===== config.mk =====
export PLATFORM = sky130hd
export DESIGN_NAME = rx_frame_sequencer
export DESIGN_NICKNAME = d
export VERILOG_FILES = /design/src/rtl/rx_frame_sequencer.sv
export SDC_FILE = /design/constraint.sdc
export NUM_CORES = 1
export LEC_CHECK = 0
export CORE_UTILIZATION = 50
export CTS_CLUSTER_SIZE = 25
export DETAILED_ROUTE_END_ITERATION = 10
export DONT_BUFFER_PORTS = 1
export PLACE_DENSITY = 0.75
export SYNTH_ARGS = -nofsm -noshare
export SYNTH_HDL_FRONTEND = slang
export SYNTH_SLANG_ARGS = --single-unit
export TNS_END_PERCENT = 100

===== constraint.sdc =====
create_clock -name clk -period 2 [get_ports clk]
set_clock_uncertainty 0.2 [all_clocks]
set_input_delay 0.4 -clock clk [delete_from_list [all_inputs] [get_ports clk]]
set_output_delay 0.4 -clock clk [all_outputs]
set_load 0.1 [all_outputs]

===== src/rtl/rx_frame_sequencer.sv =====
// Serial receive sequencer: start validation, mid-bit sampling, stop check, valid/ready delivery.
// Optional even-parity bit between data and stop when RX_PARITY_EN is defined.
module rx_frame_sequencer #(
    parameter int CLKS_PER_BIT = 5,
    parameter int DATA_BITS    = 4
) (
    input  logic                 clk,
    input  logic                 reset_n,
    input  logic                 rx_en,
    input  logic                 data_in,
    input  logic                 rx_ready,
    input  logic                 overrun_clr,
    output logic [DATA_BITS-1:0] rx_data,
    output logic                 rx_valid,
    output logic                 frame_error,
    output logic                 parity_error,
    output logic                 overrun,
    output logic                 busy
);

    localparam int CW = $clog2(CLKS_PER_BIT);
    localparam int BW = $clog2(DATA_BITS + 1);
    localparam logic [CW-1:0] HALF  = CW'(CLKS_PER_BIT / 2);
    localparam logic [CW-1:0] LAST  = CW'(CLKS_PER_BIT - 1);
    localparam logic [BW-1:0] BLAST = BW'(DATA_BITS - 1);

    typedef enum logic [2:0] {
        IDLE,
        START,
        DATA,
`ifdef RX_PARITY_EN
        PARITY,
`endif
        STOP,
        RECOVER
    } state_t;

    state_t               state, state_n;
    logic [CW-1:0]        clk_cnt;
    logic [BW-1:0]        bit_cnt;
    logic [DATA_BITS-1:0] shift;
    logic [DATA_BITS:0]   shift_in;
    logic                 par_err;
    logic                 tick;
    logic                 cnt_clr;
    logic                 shift_en;
    logic                 par_en;
    logic                 deliver;
    logic                 ferr;
    logic                 perr;

    assign tick     = (clk_cnt == LAST);
    assign shift_in = {data_in, shift};

    always_comb begin
        state_n  = state;
        cnt_clr  = 1'b0;
        shift_en = 1'b0;
        par_en   = 1'b0;
        deliver  = 1'b0;
        ferr     = 1'b0;
        perr     = 1'b0;
        unique case (state)
            IDLE: begin
                if (rx_en && !data_in) state_n = START;
            end
            START: begin
                if (clk_cnt == HALF) begin
                    cnt_clr = 1'b1;
                    state_n = data_in ? IDLE : DATA;
                end
            end
            DATA: begin
                if (tick) begin
                    cnt_clr  = 1'b1;
                    shift_en = 1'b1;
                    if (bit_cnt == BLAST) begin
`ifdef RX_PARITY_EN
                        state_n = PARITY;
`else
                        state_n = STOP;
`endif
                    end
                end
            end
`ifdef RX_PARITY_EN
            PARITY: begin
                if (tick) begin
                    cnt_clr = 1'b1;
                    par_en  = 1'b1;
                    state_n = STOP;
                end
            end
`endif
            STOP: begin
                if (tick) begin
                    cnt_clr = 1'b1;
                    if (!data_in) begin
                        ferr    = 1'b1;
                        state_n = RECOVER;
                    end else if (par_err) begin
                        perr    = 1'b1;
                        state_n = IDLE;
                    end else begin
                        deliver = 1'b1;
                        state_n = IDLE;
                    end
                end
            end
            RECOVER: begin
                if (data_in) state_n = IDLE;
            end
            default: state_n = IDLE;
        endcase
    end

    always_ff @(posedge clk or negedge reset_n) begin
        if (!reset_n) state <= IDLE;
        else          state <= state_n;
    end

    always_ff @(posedge clk or negedge reset_n) begin
        if (!reset_n) begin
            clk_cnt <= '0;
            bit_cnt <= '0;
            shift   <= '0;
            par_err <= 1'b0;
        end else begin
            if (state == IDLE || state == RECOVER || cnt_clr)
                clk_cnt <= '0;
            else
                clk_cnt <= clk_cnt + 1'b1;
            if (state == IDLE)  bit_cnt <= '0;
            else if (shift_en)  bit_cnt <= bit_cnt + 1'b1;
            if (shift_en) shift <= shift_in[DATA_BITS:1];
            // Odd population over data plus parity bit means even parity failed
            if (state == IDLE) par_err <= 1'b0;
            else if (par_en)   par_err <= ^shift_in;
        end
    end

    always_ff @(posedge clk or negedge reset_n) begin
        if (!reset_n) begin
            rx_data      <= '0;
            rx_valid     <= 1'b0;
            frame_error  <= 1'b0;
            parity_error <= 1'b0;
            overrun      <= 1'b0;
            busy         <= 1'b0;
        end else begin
            frame_error  <= ferr;
            parity_error <= perr;
            busy         <= (state_n != IDLE);
            if (rx_valid && rx_ready) rx_valid <= 1'b0;
            if (overrun_clr) overrun <= 1'b0;
            if (deliver) begin
                if (!rx_valid || rx_ready) begin
                    rx_data  <= shift;
                    rx_valid <= 1'b1;
                end else begin
                    overrun <= 1'b1;
                end
            end
        end
    end

endmodule


==> results.cfg <==
[outcome]
outcome = finished clean

[detailed_routing]
drt-total-wl_mm = 1.73
drtIter0Drc = 5
firstDrtPassIters = 4
drcViolationCount = 0
drtAntennaViolNets = 0
routed_via_density = 5.20
wl_per_cell_um = 13.6
route.vias.total = 660

[flow_run]
max-cap-violations = 0

[worst_setup_path]
critPathMaxFanout = 2
cp-end-kind = primary output
cp_num_cells = 0
cp-start-kind = register
arrival_ns = 1.25
reg2reg_depth = 5
cp_data_required_time_ns = 1.40
crit_type = register to primary output

[timing]
setup_tns_ns = 0
rsz0062_at_grt = no
timing.fmax_ghz = 0.540
tightest_slew_ns = 0.909
worst_slack_ns = 0.147
drv_slew = 0
min_period_over_period_pct = 92.7
timing.final.hold_violations = 0
period_needed_ns = 1.85
slew_headroom_pct = 39.2
finalSetupViolations = 0

[power]
peakVddDrop_uv = 812
total_power_mw = 1.35
p_per_area_nw_per_um2 = 1160
power.leakage_nw = 0.567

[logic_synthesis]
ys_seq_elements = 21
syn_area_sq_um = 1040
ys_seq_area_share_pct = 50.6
yosysUniqueCellTypes = 33
yosys_warnings = 0
postSynthAreaPerCell_sq_um = 11.5
synthesis.nets = 101
synth_cells = 90

[clock_network]
cts_root_buffer = clkbuf_4
cts_tree = built
path_clk_slew_ns = 0.12
cts_num_sinks = 21
clk_latency_ns = 0.30
cts_max_path_buffers = 2
numCtsBuffers = 3
cts_htree_levels = 1
postCtsSetupBuffers = 0
cts_resized = 0
cts_hold_buf = 2

[floorplanning]
fp-row-count = 16
start_util_pct = 52.9
die_x_um = 47.6
fp.dieArea_sq_um = 2260
die_h_um = 47.6
num_io_pins = 15
core_area_sq_um = 1960

[global_route]
grt_pass1_vias = 652
grt_first_pass_wirelength_mm = 2.76
grt_use_total_pct = 17.9
antenna_found_initial = 0
globalRouteOverflowTotal = 0
grt_max_degree = 22

[placement]
portBuffers = 0
place.gp.congestion = 0.784
pre_cts_slack_ns = 0.171
dp_hpwl_mm = 1.27

[min_path]
hold_class = input port to register
hold_depth = 2

[final_layout]
nFillCells = 166
n_antenna_cell = 0
syn2layout_area_growth_pct = 11.6
nets = 112
drive_gt1_share_pct = 24.0
[metrics by stage]
stage | std cells | hold slack (ns) | instance area, sq um | utilization (%)
finish | 127 | 0.0370 | 1160 | 59.1
floorplan | 90 | -0.0956 | 1040 | -
CTS | 127 | 0.0331 | 1160 | 59.1
global placement | 121 | -0.0952 | 1110 | 56.6
detailed placement | 121 | -0.0953 | 1110 | 56.6
global route | 127 | 0.0274 | 1160 | 59.1
[layer usage]
layer / global-route usage [%] / wire length, um
met1: 24.6 / 838
met2: 28.2 / 821
met3: 3.40 / 53
met4: 6.67 / 15
met5: 0 / 0
[placed cells by master (no fill, tap or decap), drive strengths merged, types with 3 or more instances in the layout]
master,instances
o21ai,5
clkbuf,3
dfrtp,21
and2,3
mux2,8
buf,9
ha,5
inv,7
nand2,4
nor2,6
[worst paths after layout]
kind / startpoint / end / slack [ns]
max reg2reg: clk_cnt[0]$_DFF_PN0_ / shift[2]$_DFFE_PN0P_ / 0.17
min in group asynchronous: reset_n / rx_data[2]$_DFFE_PN0P_ / 0.46
max: rx_data[3]$_DFFE_PN0P_ / rx_data[3] / 0.15
min reg2reg: clk_cnt[0]$_DFF_PN0_ / clk_cnt[0]$_DFF_PN0_ / 0.27
min: data_in / rx_valid$_DFF_PN0_ / 0.04
max in group asynchronous: reset_n / bit_cnt[2]$_DFFE_PN0P_ / 0.59
[cell usage after synthesis]
cell type  count  area share [%]
xnor2_1        1            0.84
nor3b_1        2             1.4
mux2_2         6             6.5
nor2_1         6             2.2
a21oi_1        1            0.48
o22ai_1        2             1.2
o31ai_1        1            0.72
nand4_4        1             2.0
nand3b_1       1            0.72
and3b_2        1            0.96
and2_1         3             1.8
nor3_1         1            0.48
a31oi_1        2             1.2
buf_2          2            0.96
buf_4          2             1.4
nand4b_1       1            0.84
dfrtp_1       21              51
nor4b_1        1            0.84
and3b_1        1            0.84
clkbuf_1       1            0.36
a31o_2         1            0.84
mux2_1         2             2.2
inv_1          7             2.5
nor2b_4        1             1.3
a22oi_1        1            0.72
mux2i_1        1            0.96
ha_1           5             6.0
conb_1         1            0.36
nand2b_1       2             1.2
nand2_1        4             1.4
nor4_4         1             2.0
o21ai_0        5             2.4
a211oi_1       2             1.4
[registers in the layout (all words and copies together) (netlist names)]
register / count
clk_cnt: 3
frame_error: 1
busy: 1
bit_cnt: 3
state: 3
shift: 4
overrun: 1
rx_data: 4
rx_valid: 1
[power breakdown]
| part | internal, mW | switching, mW |
|---|---|---|
| Clock | 0.0745 | 0.128 |
| Combinational | 0.211 | 0.348 |
| Sequential | 0.503 | 0.0829 |
[area by class of cell]
cell class	instances	area (sq um)	share of cell area, %
tap	27	33.8	2.92
clock buffer	3	22.5	1.94
inverter	7	26.3	2.27
multi-input combinational	57	458	39.5
clock inverter	1	5.00	0.432
timing repair buffer	11	87.6	7.56
sequential	21	526	45.4
[cell families after synthesis]
group           count (synthesis)  synth area share, %
xor+xnor                        1                0.844
simple gates                   26                 18.2
compound gates                 15                 9.04
other cells                     1                0.361
buf+inv                        12                 5.30
mux                             9                 9.64
fa+ha+maj                       5                 6.02
flops                          21                 50.6
(Power assumes the default switching activity.)
